`src/rtl/mips_ctrl_pkg.sv`:
```
// Shared MIPS R-type control constants: function codes, ALU select encodings, FSM states.
package mips_ctrl_pkg;

    localparam logic [5:0] OP_RTYPE = 6'b000000;

    localparam logic [5:0] FN_ADD  = 6'b100000;
    localparam logic [5:0] FN_ADDU = 6'b100001;
    localparam logic [5:0] FN_SUB  = 6'b100010;
    localparam logic [5:0] FN_SUBU = 6'b100011;
    localparam logic [5:0] FN_AND  = 6'b100100;
    localparam logic [5:0] FN_OR   = 6'b100101;
    localparam logic [5:0] FN_NOR  = 6'b100111;
    localparam logic [5:0] FN_SLT  = 6'b101010;
    localparam logic [5:0] FN_SLTU = 6'b101011;
    localparam logic [5:0] FN_SLL  = 6'b000000;
    localparam logic [5:0] FN_SRL  = 6'b000010;

    localparam logic [2:0] SEL_AND = 3'b000;
    localparam logic [2:0] SEL_OR  = 3'b001;
    localparam logic [2:0] SEL_ADD = 3'b010;
    localparam logic [2:0] SEL_SLL = 3'b011;
    localparam logic [2:0] SEL_SRL = 3'b100;
    localparam logic [2:0] SEL_NOR = 3'b101;
    localparam logic [2:0] SEL_SUB = 3'b110;
    localparam logic [2:0] SEL_SLT = 3'b111;

    localparam logic [1:0] ST_IDLE      = 2'd0;
    localparam logic [1:0] ST_DECODE    = 2'd1;
    localparam logic [1:0] ST_EXECUTE   = 2'd2;
    localparam logic [1:0] ST_WRITEBACK = 2'd3;

endpackage

```
`src/rtl/multicycle_control_unit_if.sv`:
```
// Instruction handshake, ALU control and status bundle of the multicycle control unit.
interface multicycle_control_unit_if #(
    parameter int SEL_W = 3,
    parameter int CNT_W = 16
);
    logic             instr_valid;
    logic             instr_ready;
    logic [5:0]       opcode;
    logic [5:0]       function_code;
    logic             alu_done;
    logic [SEL_W-1:0] select_bits_ALU;
    logic             ir_write;
    logic             alu_start;
    logic             reg_write;
    logic             pc_write;
    logic             illegal;
    logic             busy;
    logic [CNT_W-1:0] retired_cnt;
    logic [CNT_W-1:0] illegal_cnt;

    modport master (
        output instr_valid, opcode, function_code, alu_done,
        input  instr_ready, select_bits_ALU, ir_write, alu_start, reg_write,
               pc_write, illegal, busy, retired_cnt, illegal_cnt
    );

    modport slave (
        input  instr_valid, opcode, function_code, alu_done,
        output instr_ready, select_bits_ALU, ir_write, alu_start, reg_write,
               pc_write, illegal, busy, retired_cnt, illegal_cnt
    );
endinterface

```
`src/rtl/multicycle_control_unit_alu_decoder.sv`:
```
// Combinational R-type decoder, shared with the single-cycle datapath.
module alu_decoder
    import mips_ctrl_pkg::*;
#(
    parameter int SEL_W    = 3,
    parameter int SHIFT_EN = 1
) (
    input  logic [5:0]       opcode,
    input  logic [5:0]       function_code,
    output logic [SEL_W-1:0] select,
    output logic             legal
);
    logic [2:0] sel3;
    logic       known;

    always_comb begin
        sel3  = SEL_AND;
        known = 1'b1;
        case (function_code)
            FN_ADD, FN_ADDU: sel3 = SEL_ADD;
            FN_SUB, FN_SUBU: sel3 = SEL_SUB;
            FN_AND:          sel3 = SEL_AND;
            FN_OR:           sel3 = SEL_OR;
            FN_NOR:          sel3 = SEL_NOR;
            FN_SLT, FN_SLTU: sel3 = SEL_SLT;
            FN_SLL: begin
                sel3  = SEL_SLL;
                known = (SHIFT_EN != 0);
            end
            FN_SRL: begin
                sel3  = SEL_SRL;
                known = (SHIFT_EN != 0);
            end
            default:         known = 1'b0;
        endcase
        legal       = known && (opcode == OP_RTYPE);
        select      = '0;
        select[2:0] = sel3;
    end
endmodule

```
`src/rtl/multicycle_control_unit.sv`:
```
// Four-state multicycle control for R-type instructions with retired/illegal counters.
//   state        | meaning
//   ST_IDLE      | ready for an instruction; latches opcode/function on instr_valid
//   ST_DECODE    | legal: load select, pulse alu_start; illegal: pulse illegal, back to idle
//   ST_EXECUTE   | hold select, wait (unbounded) for alu_done
//   ST_WRITEBACK | pulse reg_write + pc_write, count the retirement
module multicycle_control_unit
    import mips_ctrl_pkg::*;
#(
    parameter int SEL_W    = 3,
    parameter int SHIFT_EN = 1,
    parameter int CNT_W    = 16
) (
    input  logic                      clk,
    input  logic                      rst_n,
    multicycle_control_unit_if.slave  bus
);
    logic [1:0]       state_q, state_d;
    logic [5:0]       opcode_q, opcode_d;
    logic [5:0]       funct_q, funct_d;
    logic [SEL_W-1:0] select_q, select_d;
    logic [CNT_W-1:0] retired_q, retired_d;
    logic [CNT_W-1:0] illegal_cnt_q, illegal_cnt_d;
    logic [SEL_W-1:0] dec_select;
    logic             dec_legal;
    logic             ir_write, alu_start, wb_strobe, illegal_pulse;

    alu_decoder #(.SEL_W(SEL_W), .SHIFT_EN(SHIFT_EN)) u_dec (
        .opcode        (opcode_q),
        .function_code (funct_q),
        .select        (dec_select),
        .legal         (dec_legal)
    );

    always_comb begin
        state_d       = state_q;
        opcode_d      = opcode_q;
        funct_d       = funct_q;
        select_d      = select_q;
        retired_d     = retired_q;
        illegal_cnt_d = illegal_cnt_q;
        ir_write      = 1'b0;
        alu_start     = 1'b0;
        wb_strobe     = 1'b0;
        illegal_pulse = 1'b0;
        case (state_q)
            ST_IDLE: begin
                if (bus.instr_valid) begin
                    ir_write = 1'b1;
                    opcode_d = bus.opcode;
                    funct_d  = bus.function_code;
                    state_d  = ST_DECODE;
                end
            end
            ST_DECODE: begin
                if (dec_legal) begin
                    select_d  = dec_select;
                    alu_start = 1'b1;
                    state_d   = ST_EXECUTE;
                end else begin
                    illegal_pulse = 1'b1;
                    illegal_cnt_d = illegal_cnt_q + CNT_W'(1);
                    state_d       = ST_IDLE;
                end
            end
            // alu_done is only looked at here, so a done in the launch cycle is ignored
            ST_EXECUTE: begin
                if (bus.alu_done) state_d = ST_WRITEBACK;
            end
            ST_WRITEBACK: begin
                wb_strobe = 1'b1;
                retired_d = retired_q + CNT_W'(1);
                state_d   = ST_IDLE;
            end
            default: state_d = ST_IDLE;
        endcase
    end

    always_ff @(posedge clk) begin
        if (!rst_n) begin
            state_q       <= ST_IDLE;
            opcode_q      <= '0;
            funct_q       <= '0;
            select_q      <= '0;
            retired_q     <= '0;
            illegal_cnt_q <= '0;
        end else begin
            state_q       <= state_d;
            opcode_q      <= opcode_d;
            funct_q       <= funct_d;
            select_q      <= select_d;
            retired_q     <= retired_d;
            illegal_cnt_q <= illegal_cnt_d;
        end
    end

    // Strobes are gated by rst_n so an aborted writeback never escapes during reset
    assign bus.instr_ready     = rst_n && (state_q == ST_IDLE);
    assign bus.ir_write        = rst_n && ir_write;
    assign bus.alu_start       = rst_n && alu_start;
    assign bus.reg_write       = rst_n && wb_strobe;
    assign bus.pc_write        = rst_n && wb_strobe;
    assign bus.illegal         = rst_n && illegal_pulse;
    assign bus.busy            = (state_q != ST_IDLE);
    assign bus.select_bits_ALU = select_q;
    assign bus.retired_cnt     = retired_q;
    assign bus.illegal_cnt     = illegal_cnt_q;
endmodule

```
`src/flat_wrapper.sv`:
```
// flat-port wrapper written by rule: the top's interface ports become plain ports
module multicycle_control_unit_flat import mips_ctrl_pkg::*;
#(
    parameter int SEL_W    = 3,
    parameter int SHIFT_EN = 1,
    parameter int CNT_W    = 16
)
  (clk, rst_n, bus_instr_valid, bus_opcode, bus_function_code, bus_alu_done, bus_instr_ready, bus_select_bits_ALU, bus_ir_write, bus_alu_start, bus_reg_write, bus_pc_write, bus_illegal, bus_busy, bus_retired_cnt, bus_illegal_cnt);
  multicycle_control_unit_if #(.SEL_W(SEL_W), .CNT_W(CNT_W)) bus_i ();
  input  logic clk;
  input  logic rst_n;
  input wire logic [$bits(bus_i.instr_valid)-1:0] bus_instr_valid;
  input wire logic [$bits(bus_i.opcode)-1:0] bus_opcode;
  input wire logic [$bits(bus_i.function_code)-1:0] bus_function_code;
  input wire logic [$bits(bus_i.alu_done)-1:0] bus_alu_done;
  output wire logic [$bits(bus_i.instr_ready)-1:0] bus_instr_ready;
  output wire logic [$bits(bus_i.select_bits_ALU)-1:0] bus_select_bits_ALU;
  output wire logic [$bits(bus_i.ir_write)-1:0] bus_ir_write;
  output wire logic [$bits(bus_i.alu_start)-1:0] bus_alu_start;
  output wire logic [$bits(bus_i.reg_write)-1:0] bus_reg_write;
  output wire logic [$bits(bus_i.pc_write)-1:0] bus_pc_write;
  output wire logic [$bits(bus_i.illegal)-1:0] bus_illegal;
  output wire logic [$bits(bus_i.busy)-1:0] bus_busy;
  output wire logic [$bits(bus_i.retired_cnt)-1:0] bus_retired_cnt;
  output wire logic [$bits(bus_i.illegal_cnt)-1:0] bus_illegal_cnt;
  assign bus_i.instr_valid = bus_instr_valid;
  assign bus_i.opcode = bus_opcode;
  assign bus_i.function_code = bus_function_code;
  assign bus_i.alu_done = bus_alu_done;
  assign bus_instr_ready = bus_i.instr_ready;
  assign bus_select_bits_ALU = bus_i.select_bits_ALU;
  assign bus_ir_write = bus_i.ir_write;
  assign bus_alu_start = bus_i.alu_start;
  assign bus_reg_write = bus_i.reg_write;
  assign bus_pc_write = bus_i.pc_write;
  assign bus_illegal = bus_i.illegal;
  assign bus_busy = bus_i.busy;
  assign bus_retired_cnt = bus_i.retired_cnt;
  assign bus_illegal_cnt = bus_i.illegal_cnt;
  multicycle_control_unit #(.SEL_W(SEL_W), .SHIFT_EN(SHIFT_EN), .CNT_W(CNT_W)) u_core (.clk(clk), .rst_n(rst_n), .bus(bus_i));
endmodule
```
`config.mk`:
```
export PLATFORM = sky130hd
export DESIGN_NAME = multicycle_control_unit_flat
export DESIGN_NICKNAME = d
export VERILOG_FILES = /design/src/rtl/mips_ctrl_pkg.sv /design/src/rtl/multicycle_control_unit_if.sv /design/src/rtl/multicycle_control_unit_alu_decoder.sv /design/src/rtl/multicycle_control_unit.sv /design/src/flat_wrapper.sv
export SDC_FILE = /design/constraint.sdc
export NUM_CORES = 1
export LEC_CHECK = 0
export ABC_AREA = 1
export CORE_MARGIN = 2
export CORE_UTILIZATION = 35
export CTS_BUF_LIST = sky130_fd_sc_hd__clkbuf_4
export CTS_CLUSTER_DIAMETER = 40
export CTS_CLUSTER_SIZE = 10
export DETAILED_ROUTE_END_ITERATION = 6
export PLACE_DENSITY = 0.65
export SKIP_CTS_REPAIR_TIMING = 1
export SKIP_LAST_GASP = 1
export SYNTH_ARGS = -nofsm -noshare
export SYNTH_HDL_FRONTEND = slang
export SYNTH_SLANG_ARGS = --single-unit
export TNS_END_PERCENT = 100
```
`constraint.sdc`:
```
create_clock -name clk -period 1.8 [get_ports clk]
set_input_delay 0.27 -clock clk [delete_from_list [all_inputs] [get_ports clk]]
set_output_delay 0.27 -clock clk [all_outputs]
set_load 0.03 [all_outputs]
```
Word level (Yosys, flattened, before mapping):

Index checks and enable logic that the tools add are counted.

* register bits: 49
* logic and storage cells: 55
* output and inout port bits: 42
* input port bits: 16

* reductions and logical operators: 18
* multiplexer cells: 13
* $add $sub $neg: 2
* equal/unequal tests: 15
* bitwise gates (word level): 1

Operators with widths (number)
* 6-bit equality test (second input constant): 9
* 16-bit by 1-bit adder with 16-bit output (second input constant): 2
* 3-bit case mux with 7 select lines: 1
* 6-bit zero test: 2
* 11-bit OR reduction: 1
* 1-bit two-way mux: 8
* 2-bit case mux with 4 select lines: 1
* 2-bit AND reduction: 4
* 6-bit by 2-bit equality test with 1-bit output (second input constant): 1
* 1-bit logical AND: 6
* 2-bit two-way mux: 3
* 2-bit OR reduction: 3
* 2-bit equality test (second input constant): 2
* 2-bit != test (second input constant): 2
* 2-bit by 1-bit equality test with 1-bit output (second input constant): 1
* 2-bit zero test: 1
* 2-bit nonzero test: 1
* 1-bit NOT: 1

Logic depth before layout (Yosys ltp):

* depth in word-level cells: 7
* depth in mapped cells: 10
* mapped depth without buffers: 10

Hierarchy:

From an unflattened synthesis, not the netlist that was laid out.

* cell total of the unflattened synthesis: 349
* area total of the unflattened synthesis: 2339.7 sq um

Modules (own cells, without submodules)
* multicycle_control_unit: instances 1, sequential area each 980.9 sq um, area each 2210.9 sq um, cells an instance 321
* alu_decoder: instances 1, sequential area each 0.0 sq um, area each 128.9 sq um, cells an instance 28

Worst setup path after synthesis:

OpenSTA, ideal clock, no wires.

* path kind: register to output
* from: register with a tool-made name
* to: output port bus_reg_write
* arrival time: 1.415 ns
* setup slack: 0.115 ns
* required time: 1.530 ns
* cell stages (with the launch flop): 5
* path buffers: 2
* cells stage by stage: dfxtp_1 > nand2_2 > clkbuf_1 > nor2_1 > buf_4

RTL lines
* to (decl): line flat_wrapper.sv:20 `output wire logic [$bits(bus_i.reg_write)-1:0] bus_reg_write;`

Worst setup path after layout:

* from: register u_core.funct_q[0]
* to: output port bus_illegal

* cells in the longest elaborated chain, start to end: 7
* elaborated cells between the ends (all ways): 17
* classes of those cells: eq/ne: 10; mux: 3; reduce/logical: 4

RTL lines
* from (decl): line multicycle_control_unit.sv:20 `logic [5:0] funct_q, funct_d;`
* from (signal assigned): line multicycle_control_unit.sv:90 `funct_q <= funct_d;`
* 6-bit by 2-bit equality test with 1-bit output, or another cell as far along: line multicycle_control_unit_alu_decoder.sv:19 `case (function_code)`
* 11-bit OR reduction (no line) *
* 1-bit two-way mux *: line multicycle_control_unit_alu_decoder.sv:19
* 1-bit logical AND *: line multicycle_control_unit_alu_decoder.sv:36 `legal = known && (opcode == OP_RTYPE);`
* 1-bit two-way mux *: line multicycle_control_unit.sv:56 `if (dec_legal) begin`
* 1-bit two-way mux *: line multicycle_control_unit.sv:46 `case (state_q)`
* 1-bit logical AND *: line multicycle_control_unit.sv:103 `assign bus.illegal = rst_n && illegal_pulse;`
* to (decl): line flat_wrapper.sv:22 `output wire logic [$bits(bus_i.illegal)-1:0] bus_illegal;`

Every way passes the cells marked *; elsewhere a longest branch is shown, timed or not.

==> results <==
- The initial antenna violation count came to 0.
- The detail route stage leaves a number of antenna-violating nets equal to 0.
- Following the worst setup path forward leads to its endpoint at bus_illegal.
- The die span in y is 88.4 um.
- The clock sink count is 49.
- Buffers placed on the I/O ports in this run total 57.
- The fraction of power consumed by combinational cells is 0.162.
- Ranked by total cell area, the synthesized netlist is headed by sky130_fd_sc_hd__dfxtp_1 (39%), sky130_fd_sc_hd__nand2_1 (11%), sky130_fd_sc_hd__nor2_1 (11%), sky130_fd_sc_hd__inv_1 (6.5%), sky130_fd_sc_hd__a21oi_1 (6.2%).
- Entering global routing, the biggest net connects 42 pins.
- Across all setup checks in the final design, the least slack found is -100 ps.
- The peak clock frequency supported by timing is 526 MHz.
- In the final layout, flip-flops and latches occupy 987 um^2.
- The number of slew-limit violations in the final report is 0.
- The internal power of the cells totals 1580 uW.
- The most critical setup path has its startpoint at u_core.funct_q[0].
- The buffers plus inverters on the worst setup path is 2.
- Counting flops with an async set or reset pin after synthesis yields a share of 0.
- The launching element type of the critical path is a flop.
- In this run the horizontal extent of the chip is 88.4 um.
- The worst-case IR drop observed on VDD is 295 uV.
- For this design the total switching power over the nets is 589 uW.
- The die outline area is 7810 um^2.
- The worst clock skew on the final layout is 13.2 ps.
- The sequential fraction of design power is 0.535.
- The xor/xnor share of the synthesized area is 0.00703.
- The area of the multi-input gates is 1310 um^2.
- In this run, synthesis produced a sequential element count of 49.
- The average footprint of a synthesized cell is 6.59 um^2.
- The number of global-route vias before repair is 2244.
- The first detailed-routing pass ran for 4 iterations.
- Fill cells in the final layout number 696.
- After detailed placement, the total cell area comes to 3150 um^2.
- The residual overflow from global routing is 0.
- The number of nets in the synthesized netlist is 396.
- The largest family of logic cells by synthesized area is simple AND/OR/NAND/NOR gates.
- In the routed layout, each cell is associated on average with a via count of 4.65.
- The largest individual stage delay along the critical path comes from the cell sky130_fd_sc_hd__dfxtp_1.
- The critical path capture point type is an output pin.
- Counting the buffers created by CTS gives 5.
- The share of the synthesized area in the top cell type is 0.394.
- The kind of critical path is reg -> out.
- The most numerous cell type found on the critical path is sky130_fd_sc_hd__nand2_2.
- The count of distinct cell types in the synthesized netlist is 30.
- Of the available clock period, the critical path in the final layout requires 1.06.
- The residual DRC count is 0.
- For the pin with the worst max-slew slack, the measured transition is 514 ps.
- The worst slew slack as a fraction of its limit is 0.655.
- The number of standard-cell rows in the floorplan is 30.
- The clock insertion delay at the later pin of the skew report is 370 ps.
- In this run the worst path has a maximum fanout of 6.
- No sink is reached through more buffers than the 2 on the longest clock path.
- The layout overhead on the synthesized area is 35.7%.
- The clock network power share is 0.303.
- The antenna diode count is 0.
- The most area-hungry cell type in the Yosys netlist is sky130_fd_sc_hd__dfxtp_1.
- The layout cell share with drive strength beyond 1 is 0.115.
- The synthesized-area fraction occupied by ao, oa, aoi and oai cells is 0.117.
- The total area inside the core boundary comes to 6830 um^2.
- The routed design has 5.84 mm of wire.
- With fillers left out, the area of the finished cells amounts to 3380 um^2.
- The basic-gate share of the synthesized area counting and, or, nand and nor cells is 0.381.
- The global-route wire length before repair is 9.53 mm.
- At the end of routability-driven placement, the weighted congestion stood at 0.858.
- The analysis attributes to cell leakage a power of 0.00174 uW.
- The root buffer cell is sky130_fd_sc_hd__clkbuf_4.
- The adder and majority cell fraction of the synthesized area is 0.0100.
- The I/O pin total is 58.
- The setup slack at placement is 197 ps.
- The min-delay analysis places its worst path in the category reg -> reg.
- The switching fraction of total power is 0.272.
- For this run, the leading register cell type out of synthesis is sky130_fd_sc_hd__dfxtp_1.
- The critical path data arrival time is 1630 ps.
- The setup violation total in the final timing report is 2.
- The critical path goes through inv_1, o211ai_1, nand3_2, nand2_2, nand2_2, nor2_2, buf_4.
- The run finished, with violations left.
- The count of endpoints failing hold in the final timing report was 0.
- The violation count after the first detailed-routing iteration is 81.
- Counting cells, the worst reg-to-reg path comes to 9.
- For this run, the register share of the synthesized area comes to 0.394.
- At the worst endpoint, the required time is 1530 ps.
- In this run the register-to-register setup slack is 240 ps.
- The clock tree synthesis step divided the H-tree into 2 levels.
- The final layout contains 462 nets.
- The combined area of all synthesized cells is 2490 um^2.
- The endpoint identified for the worst register-to-register timing path is u_core.bus.illegal_cnt[11].
- The number of synthesized flops with an enable pin is 0.
- TritonCTS built the clock tree.
- The highest cell delay on the worst timing path is 380 ps.
- The mean routed wirelength per cell is 10.8 um.
- Overall power consumption after layout is estimated at 2170 uW.
- The count of maximum capacitance violations is 0.
- After clock tree synthesis, the clock-pin slew on the worst setup and hold paths is 140 ps.
- Counting I/O delays and the setup requirement, the final critical path takes 1900 ps.
- The initial utilization of the core area, before any placement, comes to 0.365.
- In this design, the largest share of critical-path delay is due to simple AND/OR/NAND/NOR gates.
- The via count is 2514.
- Setup repair after global routing could not meet its margin everywhere.
- The portion of synthesized area spent on multiplexers is 0.
- The number of warnings issued by yosys is 0.
- In the global route stage, overall resource usage came out at 0.154.
- The detailed-placement wirelength estimate is 4.23 mm.
- Synthesis produced 378 cells.
- The depth of the critical timing path with buffers and inverters included is 7.
- The checks that failed: setup timing.
- The share of the core filled with cells is 0.495.
- The power density over the cells is 640 nW/um^2.
- The launch instance of the worst register-to-register path is u_core.bus.illegal_cnt[0].
worst min-delay path by stage:
stage                             from            endpoint  depth (start not counted)
detailed placement  u_core.opcode_q[5]  u_core.opcode_q[5]                          2
CTS                       bus_alu_done   u_core.state_q[0]                          3
global route             bus_opcode[5]  u_core.opcode_q[5]                          3
global placement    u_core.opcode_q[4]  u_core.opcode_q[4]                          2
finish              u_core.opcode_q[5]  u_core.opcode_q[5]                          2
floorplan                 bus_alu_done   u_core.state_q[0]                          2
cells in the mapped netlist, types with 3 or more instances:
| cell | number |
|---|---|
| sky130_fd_sc_hd__o21ai_0 | 22 |
| sky130_fd_sc_hd__inv_1 | 43 |
| sky130_fd_sc_hd__nand2_1 | 75 |
| sky130_fd_sc_hd__nand3_1 | 31 |
| sky130_fd_sc_hd__dfxtp_1 | 49 |
| sky130_fd_sc_hd__nor3_1 | 7 |
| sky130_fd_sc_hd__a21oi_1 | 31 |
| sky130_fd_sc_hd__clkbuf_1 | 6 |
| sky130_fd_sc_hd__nor2_4 | 3 |
| sky130_fd_sc_hd__nand2_2 | 5 |
| sky130_fd_sc_hd__nand4_1 | 8 |
| sky130_fd_sc_hd__nor2_1 | 74 |
cell type report:
type	count	share of cell area
multi-input cells	274	0.387
repair buffers	70	0.213
clock buffers	6	0.0133
clock inverters	2	0.00999
well taps	96	0.0355
flip-flops and latches	49	0.292
inverters	44	0.0488
cell usage in the layout, fill, tap and decap left out, drive strengths merged, types with 2 or more instances in the layout:
cell and n:
a21oi 31, and2 2, buf 19, clkbuf 6, clkdlybuf4s50 25, clkinv 2, dfxtp 49, dlymetal6s2s 26
ha 2, inv 43, nand2 80, nand3 33, nand4 8, nor2 78, nor3 9, o21ai 22
xor2 2
kinds of logic (layout without fill, tap and decap cells):
| kind of cell | count (synthesis) | after routing |
|---|---|---|
| fa+ha+maj | 2 | 2 |
| buf+inv | 55 | 122 |
| xor+xnor | 2 | 2 |
| simple gates | 213 | 213 |
| flops | 49 | 49 |
| compound gates | 57 | 57 |
sequential cells by signal, summed over array words and instances, names as in the netlist, named ones only:
signal                      cells
u_core.bus.illegal_cnt         16
u_core.bus.retired_cnt         16
u_core.bus.select_bits_ALU      3
u_core.funct_q                  6
u_core.opcode_q                 6
u_core.state_q                  1
power groups by stage:
stage / combinational, uW / sequential (uW) / clock [uW]
4_1_cts: 324 / 1160 / 688
6_report: 351 / 1160 / 656
3_3_place_gp: 319 / 1180 / 0
2_1_floorplan: 200 / 1190 / 0
5_1_grt: 385 / 1170 / 734
3_5_place_dp: 323 / 1180 / 0
layer usage:
layer / track usage / vias up / part of all wire
met5: 0 / - / 0
met4: 0.0785 / 0 / 0.019
met3: 0.0345 / 10 / 0.053
met2: 0.240 / 63 / 0.45
met1: 0.201 / 1099 / 0.48
li1: - / 1342 / -
metrics by stage:
step                hold slack [ps]  cells  setup TNS, ps
floorplan                       423    378              0
global placement                440    526              0
detailed placement              455    526              0
CTS                             456    534           -549
global route                    481    541           -586
finish                          475    541           -192
worst min-delay path: stages (launching register included):
cell,delay [ps]
sky130_fd_sc_hd__dfxtp_1,320
sky130_fd_sc_hd__inv_1,60
sky130_fd_sc_hd__a21oi_1,60
Note: power is estimated with default switching activity, not from simulation.
